<file path="src/rtl/mem_access_stage_pkg.sv">
// Shared types and constants for the MEM pipeline stage and its MEM/WB register.
// Holds the FSM state type, the write-back control bit positions and the stall counter width.
package mem_access_stage_pkg;

    typedef enum logic {
        IDLE = 1'b0,
        WAIT = 1'b1
    } state_e;

    localparam int WB_REGWRITE = 1;
    localparam int WB_MEMTOREG = 0;

    localparam int STALL_CNT_W = 16;

    // Data memory is word-addressed, so the byte offset is always cleared.
    function automatic logic [31:0] wordAlign(input logic [31:0] byteAddr);
        return byteAddr & ~32'h0000_0003;
    endfunction

endpackage

</file>
<file path="src/rtl/mem_access_stage_mem_wb_reg.sv">
// MEM/WB pipeline register: loads the stage results when not stalled, and
// injects a write-back bubble while the stage is frozen.
module mem_wb_reg
    import mem_access_stage_pkg::*;
(
    input  logic        clk_i,
    input  logic        rst_i,
    input  logic        load_i,
    input  logic        bubble_i,
    input  logic [1:0]  wb_i,
    input  logic [31:0] read_data_i,
    input  logic [31:0] alu_result_i,
    input  logic [4:0]  rd_i,
    output logic [1:0]  wb_o,
    output logic [31:0] read_data_o,
    output logic [31:0] alu_result_o,
    output logic [4:0]  rd_o
);

    logic [1:0]  wb_q,        wb_d;
    logic [31:0] read_data_q, read_data_d;
    logic [31:0] alu_result_q, alu_result_d;
    logic [4:0]  rd_q,        rd_d;

    // A bubble only clears the control bits; the datapath fields keep their last values.
    always_comb begin
        wb_d         = wb_q;
        read_data_d  = read_data_q;
        alu_result_d = alu_result_q;
        rd_d         = rd_q;
        if (bubble_i) begin
            wb_d = 2'b00;
        end else if (load_i) begin
            wb_d         = wb_i;
            read_data_d  = read_data_i;
            alu_result_d = alu_result_i;
            rd_d         = rd_i;
        end
    end

    always_ff @(posedge clk_i or posedge rst_i) begin
        if (rst_i) begin
            wb_q         <= 2'b00;
            read_data_q  <= 32'h0;
            alu_result_q <= 32'h0;
            rd_q         <= 5'h0;
        end else begin
            wb_q         <= wb_d;
            read_data_q  <= read_data_d;
            alu_result_q <= alu_result_d;
            rd_q         <= rd_d;
        end
    end

    assign wb_o         = wb_q;
    assign read_data_o  = read_data_q;
    assign alu_result_o = alu_result_q;
    assign rd_o         = rd_q;

endmodule

</file>
<file path="src/rtl/mem_access_stage.sv">
// MEM stage: issues loads/stores to data memory, stalls the pipeline until the
// memory acknowledges, and feeds the MEM/WB register. Counts stalled cycles.
module mem_access_stage
    import mem_access_stage_pkg::*;
(
    input  logic                   clk_i,
    input  logic                   rst_i,
    input  logic [1:0]             WB_i,
    input  logic                   MemRead_i,
    input  logic                   MemWrite_i,
    input  logic [31:0]            Address_i,
    input  logic [31:0]            Write_data_i,
    input  logic [4:0]             rd_i,
    output logic                   dmem_req_o,
    output logic                   dmem_we_o,
    output logic [31:0]            dmem_addr_o,
    output logic [31:0]            dmem_wdata_o,
    input  logic                   dmem_ack_i,
    input  logic [31:0]            dmem_rdata_i,
    output logic                   stall_o,
    output logic [1:0]             WB_o,
    output logic [31:0]            Read_data_o,
    output logic [31:0]            ALUResult_o,
    output logic [4:0]             rd_o,
    output logic [STALL_CNT_W-1:0] stall_cnt_o
);

    state_e                 state_q, state_d;
    logic [STALL_CNT_W-1:0] stall_cnt_q, stall_cnt_d;
    logic                   access;
    logic                   isRead;
    logic [31:0]            loadData;

    assign access = MemRead_i | MemWrite_i;
    // Write wins when both requests are raised, so such an access never returns load data.
    assign isRead = MemRead_i & ~MemWrite_i;

    always_ff @(posedge clk_i or posedge rst_i) begin
        if (rst_i) begin
            state_q <= IDLE;
        end else begin
            state_q <= state_d;
        end
    end

    always_comb begin
        state_d = state_q;
        unique case (state_q)
            IDLE: if (dmem_req_o && !dmem_ack_i) state_d = WAIT;
            WAIT: if (dmem_ack_i)                state_d = IDLE;
            default: state_d = IDLE;
        endcase
    end

    always_comb begin
        dmem_req_o   = (state_q == WAIT) || ((state_q == IDLE) && access);
        stall_o      = dmem_req_o & ~dmem_ack_i;
        dmem_we_o    = MemWrite_i;
        dmem_addr_o  = wordAlign(Address_i);
        dmem_wdata_o = Write_data_i;
    end

    // An ack with no outstanding request is not a load completion.
    assign loadData = (dmem_req_o && dmem_ack_i && isRead) ? dmem_rdata_i : 32'h0;

    always_comb begin
        stall_cnt_d = stall_cnt_q;
        if (stall_o && (stall_cnt_q != {STALL_CNT_W{1'b1}})) begin
            stall_cnt_d = stall_cnt_q + {{(STALL_CNT_W-1){1'b0}}, 1'b1};
        end
    end

    always_ff @(posedge clk_i or posedge rst_i) begin
        if (rst_i) begin
            stall_cnt_q <= '0;
        end else begin
            stall_cnt_q <= stall_cnt_d;
        end
    end

    assign stall_cnt_o = stall_cnt_q;

    mem_wb_reg u_mem_wb_reg (
        .clk_i        (clk_i),
        .rst_i        (rst_i),
        .load_i       (~stall_o),
        .bubble_i     (stall_o),
        .wb_i         (WB_i),
        .read_data_i  (loadData),
        .alu_result_i (Address_i),
        .rd_i         (rd_i),
        .wb_o         (WB_o),
        .read_data_o  (Read_data_o),
        .alu_result_o (ALUResult_o),
        .rd_o         (rd_o)
    );

endmodule

</file>
<file path="config.mk">
export PLATFORM = sky130hd
export DESIGN_NAME = mem_access_stage
export DESIGN_NICKNAME = d
export VERILOG_FILES = /design/src/rtl/mem_access_stage_pkg.sv /design/src/rtl/mem_access_stage_mem_wb_reg.sv /design/src/rtl/mem_access_stage.sv
export SDC_FILE = /design/constraint.sdc
export NUM_CORES = 1
export LEC_CHECK = 0
export CORE_MARGIN = 1.5
export CORE_UTILIZATION = 40
export CTS_BUF_LIST = sky130_fd_sc_hd__clkbuf_4 sky130_fd_sc_hd__clkbuf_8
export DETAILED_ROUTE_END_ITERATION = 8
export PLACE_DENSITY = 0.85
export SYNTH_ARGS = -nofsm -noshare
export SYNTH_HDL_FRONTEND = slang
export SYNTH_HIERARCHICAL = 1
export SYNTH_SLANG_ARGS = --single-unit
</file>
<file path="constraint.sdc">
create_clock -name clk_i -period 6.8 [get_ports clk_i]
set_input_delay 1.36 -clock clk_i [delete_from_list [all_inputs] [get_ports clk_i]]
set_output_delay 1.36 -clock clk_i [all_outputs]
set_load 0.05 [all_outputs]
</file>
# Yosys cells after proc, flatten, opt, wreduce, memory -nomap -nowiden
# Index checks and enable logic that the tools add are counted.
# W data, S select, Z words.
# classes
add_sub_neg	1
n_eq_ne	1
mux	5
n_bitwise	6
reduce_logical	7
# op_table
cell	count
$mux W32	1
$add A16 B1 Y16 const B	1
$ne A16 B16 Y1 const B	1
$logic_and A1 B1 Y1	5
$not A1 Y1	3
$and A1 B1 Y1	2
$mux W1	2
$mux W2	1
$pmux W1 S2	1
$logic_not A1 Y1	1
$logic_or A1 B1 Y1	1
$or A1 B1 Y1	1
# word_totals
register_bits	88
in_bits	108
out_inout_bits	154
elab_cells	26

# Depth between registers and ports, before layout
# depth
depth_word	6
mapped_depth	8
ltp_nobuf	5

# Cells and area by module
# Netlist, hierarchy kept.
# modules_own_cells
mod	instances	cells_per_inst	area_each_um2	seq_area_each_um2
mem_wb_reg	1	154	2716.4	1776.7
mem_access_stage	1	183	1610.3	425.4

# Worst setup path after synthesis
# No wires, ideal clock.
# synth_path
kind	input to output
startpoint	input MemWrite_i
endpoint	output stall_o
t_arrival_ns	2.088
required_ns	5.440
path_slack_ns	3.352
cell_stages	2
path_buffers	0
path_cell_list	nor3_2 > nor2_2
# synth_between
elab_chain_len	4
# synth_lines
element	line	text
start: declaration	mem_access_stage.sv:10	input logic MemWrite_i,
$or A1 B1 Y1	mem_access_stage.sv:34	assign access = MemRead_i | MemWrite_i;
$logic_and A1 B1 Y1	mem_access_stage.sv:56	dmem_req_o = (state_q == WAIT) || ((state_q == IDLE) && access);
$logic_or A1 B1 Y1	mem_access_stage.sv:56	
$and A1 B1 Y1	mem_access_stage.sv:57	stall_o = dmem_req_o & ~dmem_ack_i;
end: declaration	mem_access_stage.sv:20	output logic stall_o,
# Every way passes these cells.

# Final worst setup path
# Same ends and word-level chain as after synthesis.

==> impl_metrics.env <==
export IMPL_status="complete, no violations"
export IMPL_fin_skew_ps=10.0
export IMPL_syn2layout_area_growth_pct=40.9
export IMPL_cp_depth=4
export IMPL_tightest_slew_ps=947
export IMPL_cts_setup_buffers=0
export IMPL_finalNetCount=577
export IMPL_maxCapViolCount=0
export IMPL_dr_pass1_iters=4
export IMPL_ys_ff_latch=88
export IMPL_clock_path_buffers=2
export IMPL_die_h_um=107
export IMPL_synth_area_um2=4330
export IMPL_antenna_found_initial=1
export IMPL_grt_pass1_vias=3023
export IMPL_fp_row_count=37
export IMPL_die_area_um2=11400
export IMPL_crit_required_ps=5440
export IMPL_synth_cell_types=36
export IMPL_period_needed_ps=4670
export IMPL_gp_congestion=0.805
export IMPL_ir_drop_uv=236
export IMPL_clk_latency_ps=360
export IMPL_ys_dominant_reg_cell="dfrtp_1"
export IMPL_worstReg2RegStart="state_q"
export IMPL_syn_avg_cell_area_um2=12.8
export IMPL_crit_family="buffers and inverters"
export IMPL_num_vias=2911
export IMPL_drive_above_1_share_pct=20.9
export IMPL_r2r_end="u_mem_wb_reg/alu_result_o[1]"
export IMPL_crit_buf_inv=2
export IMPL_initial_core_util_pct=41.5
export IMPL_core_area_um2=10400
export IMPL_antenna_left=0
export IMPL_slowest_delay_ps=910
export IMPL_r2r_slack_ps=3730
export IMPL_fmax_ghz=0.214
export IMPL_power_density_nw_per_um2=272
export IMPL_final_cell_mix="195 x clkdlybuf4s50_1, 88 x dfrtp_1, 60 x mux2_2, 32 x and2_1"
export IMPL_io_buffers=195
export IMPL_cp_max_fo=12
export IMPL_ys_seq_area_share_pct=50.9
export IMPL_postLayoutCoreUtil_pct=58.5
export IMPL_finalSetupTns_ps=0
export IMPL_grt_util_all_layers_pct=17.7
export IMPL_whs_ps=507
export IMPL_fin_area_um2=6100
export IMPL_slew_limit_headroom_pct=36.8
export IMPL_crit_top_cell="clkdlybuf4s50_1"
export IMPL_final_common_cell="clkdlybuf4s50_1"
export IMPL_numCtsBuffers=9
export IMPL_crit_chain="clkdlybuf4s50_1 > nor3_2 > nor2_2 > clkdlybuf4s50_1"
export IMPL_criticalPathCategory="in -> out"
export IMPL_hold_viol_final=0
export IMPL_yosysWarnings=6
export IMPL_power_leakage_nw=2.65
export IMPL_cts_resized=0
export IMPL_critPathArrivalTime_ps=3310
export IMPL_place_area_um2=5880
export IMPL_ys_async_sr_fraction_pct=100
export IMPL_cts_tree="built"
export IMPL_r2r_cells=6
export IMPL_grt_setup_unrepaired="false"
export IMPL_synth_edff_count=0
export IMPL_endpoint_kind="output pin"
export IMPL_placed_cells=593
export IMPL_vias_per_cell=4.77
export IMPL_final_fill_count=892
export IMPL_synthCells=337
export IMPL_cts_root_buf="clkbuf_8"
export IMPL_maxSlewViolCount=0
export IMPL_grt_overflow_total=0
export IMPL_finalSetupViolations=0
export IMPL_grt_start_max_net_pins=44
export IMPL_htreeDepth=3
export IMPL_slowest_stage="clkdlybuf4s50_1"
export IMPL_hold_path_depth=1
export IMPL_hp_class="reg -> reg"
export IMPL_hold_buffers=0
export IMPL_min_to="u_mem_wb_reg/alu_result_o[6]"
export IMPL_path_clk_slew_ps=80
export IMPL_wl_per_cell_um=16.6
export IMPL_drcViolationCount=0
export IMPL_fin_crit_sh_pct=68.7
export IMPL_io_pins=262
export IMPL_routed_wl_um=10100
export IMPL_min_from="u_mem_wb_reg/alu_result_o[6]"
export IMPL_critPathLaunchType="input port"
export IMPL_fin_cells=610
export IMPL_dp_hpwl_um=7720
export IMPL_cts_sink_count=88
export IMPL_drt_iter0_drc=102
export IMPL_die_w_um=107
export IMPL_grt_pass1_wl_um=15500
-- worst max path at each step --
| stage | end | from |
|---|---|---|
| floorplan | stall_o | MemWrite_i |
| global placement | stall_o | MemWrite_i |
| detailed placement | stall_o | MemWrite_i |
| CTS | stall_o | MemWrite_i |
| global route | stall_o | MemWrite_i |
| finish | stall_o | MemWrite_i |
-- report_power, final --
group	switching, W	internal, W
combinational	0.000377	0.000237
clock	0.000182	0.000215
sequential	0.0000568	0.000589
total	0.000616	0.00104
-- metrics by stage --
stage	setup WS [ps]	total power (W)
finish	2130	0.00166
global route	2030	0.00172
CTS	2110	0.00168
detailed placement	2110	0.00127
global placement	2160	0.00126
floorplan	3350	0.00111
-- sequential cells by signal, summed over array words and instances, names as in the netlist --
| name | count |
|---|---|
| u_mem_wb_reg/rd_o | 5 |
| state_q | 1 |
| u_mem_wb_reg/wb_o | 2 |
| u_mem_wb_reg/read_data_o | 32 |
| u_mem_wb_reg/alu_result_o | 32 |
| stall_cnt_o | 16 |
-- area by class of cell --
cell class,count,area [µm²],share of cell area [%]
Inverter,5,18.8,0.308
Clock inverter,6,82.6,1.35
Tap cell,136,170,2.79
Sequential cell,88,2200,36.1
Timing Repair Buffer,197,1970,32.3
Multi-Input combinational cell,167,1520,24.9
Antenna cell,1,2.50,0.0410
Clock buffer,10,138,2.26
-- metal layers --
layer / share of wire (%) / GRT usage [%] / vias up / routed length, µm
li1: - / - / 1321 / -
met1: 36 / 19.2 / 1415 / 3680
met2: 52 / 30.5 / 152 / 5220
met3: 9.6 / 6.02 / 23 / 972
met4: 2.5 / 8.86 / 0 / 251
met5: 0 / 0 / - / 0
-- cells by family after synthesis --
| kind of cell | Yosys count | share of synthesized area, % |
|---|---|---|
| buf+inv | 83 | 14.1 |
| fa+ha+maj | 1 | 0.289 |
| xor+xnor | 11 | 2.23 |
| mux | 75 | 20.4 |
| other cells | 1 | 0.0867 |
| compound gates | 4 | 0.492 |
| flops | 88 | 50.9 |
| simple gates | 74 | 11.5 |
-- cell usage after synthesis, types with 2 or more instances --
cell type	count	share of area (%)
buf_6	2	0.52
nor3_2	2	0.46
clkbuf_1	3	0.26
and3_1	3	0.43
a21oi_1	2	0.23
nor2_1	4	0.35
xnor2_1	11	2.2
dfrtp_1	88	51
nand3_1	8	0.93
mux2i_1	3	0.69
nand2_1	7	0.61
nand4_1	4	0.58
inv_1	5	0.43
mux2_2	60	16
mux2_4	11	3.8
and2_1	32	4.6
buf_4	71	12
and4_1	3	0.61
Note: power is estimated with default switching activity, not from simulation.
==> RTL edit, RTL diff (same flow settings) <==
`alu_result_q` no longer has a reset.
--- a/src/rtl/mem_access_stage_mem_wb_reg.sv
+++ b/src/rtl/mem_access_stage_mem_wb_reg.sv
@@ -44,3 +44,2 @@
             read_data_q  <= 32'h0;
-            alu_result_q <= 32'h0;
             rd_q         <= 5'h0;
@@ -49,5 +48,8 @@
             read_data_q  <= read_data_d;
-            alu_result_q <= alu_result_d;
             rd_q         <= rd_d;
         end
+    end
+
+    always_ff @(posedge clk_i) begin
+        alu_result_q <= alu_result_d;
     end
Behaviour: not the same (Yosys sat finds a counterexample within 4 cycles, from zero or initial values and one cycle with rst_i high).
==> RTL edit against the original RTL <==
Clock power up 1%. Design area fell by 2.8%. Combinational power decreased by 25%. Worst setup slack gained 0.019 ns. Total power shrank 9.2%. Wire length down 2.0%. Critical path depth did not move. Synthesized area decreased by 4.3%. Largest power group unchanged. Via count decreased by 6.7%. Sequential cell count unchanged.
==> RTL edit: results (changes against the original RTL) <==
global_route:
  grt_first_pass_wirelength_mm: 15.4  # -0.44%
  grt_pass1_vias: 2794  # -7.6%
  grt_max_degree: 46  # +4.5%
  track_usage: 0.183  # +0.00667
  antenna_found_initial: 0  # -1
logic_synthesis:
  synth_edf_count: 32  # +32
  synth_compound_area_frac: 0.00514  # +0.000223
  ys_seq_area_frac: 0.571  # +0.0618
  ys_types: 37  # +2.8%
  synth.top_cells.by_count: "buf_4 (67), dfrtp_1 (56), and2_1 (32), edfxtp_1 (32), mux2_4 (20)"
  synthAdderAreaFrac: 0.00302  # +0.000131
  async_reset_ff_frac: 0.636  # -0.364
  ys_warn_count: 6  # unchanged
  yosys-mux-area-fraction: 0.134  # -0.0697
  synthTopCellsByArea: "dfrtp_1 (34%), edfxtp_1 (23%), buf_4 (12%)"
  synthXorXnorAreaFrac: 0.0233  # +0.00101
final_layout:
  diodes: 0  # -1
  nets: 545  # -5.5%
  drive_gt1_frac: 0.150  # -0.0596
  nFillCells: 816  # -8.5%
run_status:
  status: "finished clean"
place:
  post-place-ws_ns: 2.15  # +0.0421 ns
  dp_hpwl_mm: 7.56  # -2.1%
  gp_congestion: 0.806  # +0.19%
  io_buffers: 195  # unchanged
timing:
  slew_headroom: 0.389  # +0.0201
  skew_ns: 0.00619  # -0.00386 ns
  hold_viol_final: 0  # unchanged
pwr:
  power.leakage_nw: 2.46  # -7.4%
  switchingPower_w: 0.000517  # -16%
  peakVddDrop_mv: 0.189  # -20%
setup_path:
  slowest_delay_ns: 0.91  # about the same
  crit_arrival_ns: 3.29  # -0.02 ns
  slowest_stage: "clkdlybuf4s50_1"
  cp_max_fo: 12  # unchanged
clocking:
  clkTransAtPathRegs_ns: 0.08  # about the same
  clk_path_buf_depth: 2  # unchanged
  cts_root_buf: "clkbuf_8"
  clock_latency_ns: 0.35
  cts_buffers: 9  # unchanged
  htreeDepth: 3  # unchanged
  cts_hold_buf: 0  # unchanged
  cts_resized: 0  # unchanged
  post-cts-setup-buffers: 0  # unchanged
detailed_routing:
  drt_iter0_drc: 78  # -24%
  top_layer: "met4"
  wl_met2_mm: 5.08  # -2.7%
  drtPass1Iterations: 4  # unchanged
  route.met3.wl_um: 753  # -23%
  wl_met1_mm: 3.79  # +2.9%
  ant_nets: 0  # unchanged
  viasPerCell: 4.73  # -0.81%
  wl_per_cell_um: 17.3  # +4.1%
worst_hold_path:
  min_path_type: "flip-flop to flip-flop"
flow_run:
  cap_violations: 0  # unchanged
==> RTL edit: worst paths after layout <==
path                       slack (ns)                             start                                       to  cells past startpoint
max                              2.15                        MemWrite_i                                  stall_o                      4
min                              0.51  u_mem_wb_reg/rd_o[4]$_DFFE_PP0P_         u_mem_wb_reg/rd_o[4]$_DFFE_PP0P_                      1
max reg2reg                      3.83                 state_q$_DFF_PP0_  u_mem_wb_reg/read_data_o[3]$_DFFE_PP0P_                      6
min reg2reg                      0.51  u_mem_wb_reg/rd_o[4]$_DFFE_PP0P_         u_mem_wb_reg/rd_o[4]$_DFFE_PP0P_                      1
max in group asynchronous        4.95                             rst_i               stall_cnt_o[6]$_DFFE_PP0P_                      2
min in group asynchronous        1.43                             rst_i              stall_cnt_o[10]$_DFFE_PP0P_                      2
==> RTL edit: metrics by stage <==
step,std cells,area (um2)
after detailed placement,558,5710
after global placement,558,5710
final,574,5930
after CTS,574,5930
after floorplan,302,4140
after global routing,574,5930
==> RTL edit: power by group through the flow <==
stage	Sequential (W)	Clock, W	Combinational [W]
after global placement	0.000652	0	0.000457
after detailed placement	0.000655	0	0.000463
final	0.000643	0.000402	0.000460
after CTS	0.000644	0.000413	0.000465
after floorplan	0.000807	0	0.000195
after global routing	0.000651	0.000433	0.000479
==> RTL edit: cell families after synthesis <==
family,Yosys count
flops,88
fa+ha+maj,1
other cells,1
simple gates,74
buf+inv,79
xor+xnor,11
mux,43
compound gates,4
==> RTL edit: final cells by class <==
cell class,instances,area (um2),share of cell area
Clock buffer,10,131,0.0222
Clock inverter,6,92.6,0.0156
Inverter,5,18.8,0.00317
Multi-Input combinational cell,135,1190,0.201
Sequential cell,88,2360,0.398
Tap cell,133,166,0.0281
Timing Repair Buffer,197,1970,0.332
==> RTL edit: routing by layer <==
metal | vias up | global-route usage
li1 | 1223 | -
met5 | - | 0
met3 | 35 | 0.0462
met1 | 1307 | 0.217
met4 | 0 | 0.0890
met2 | 152 | 0.310
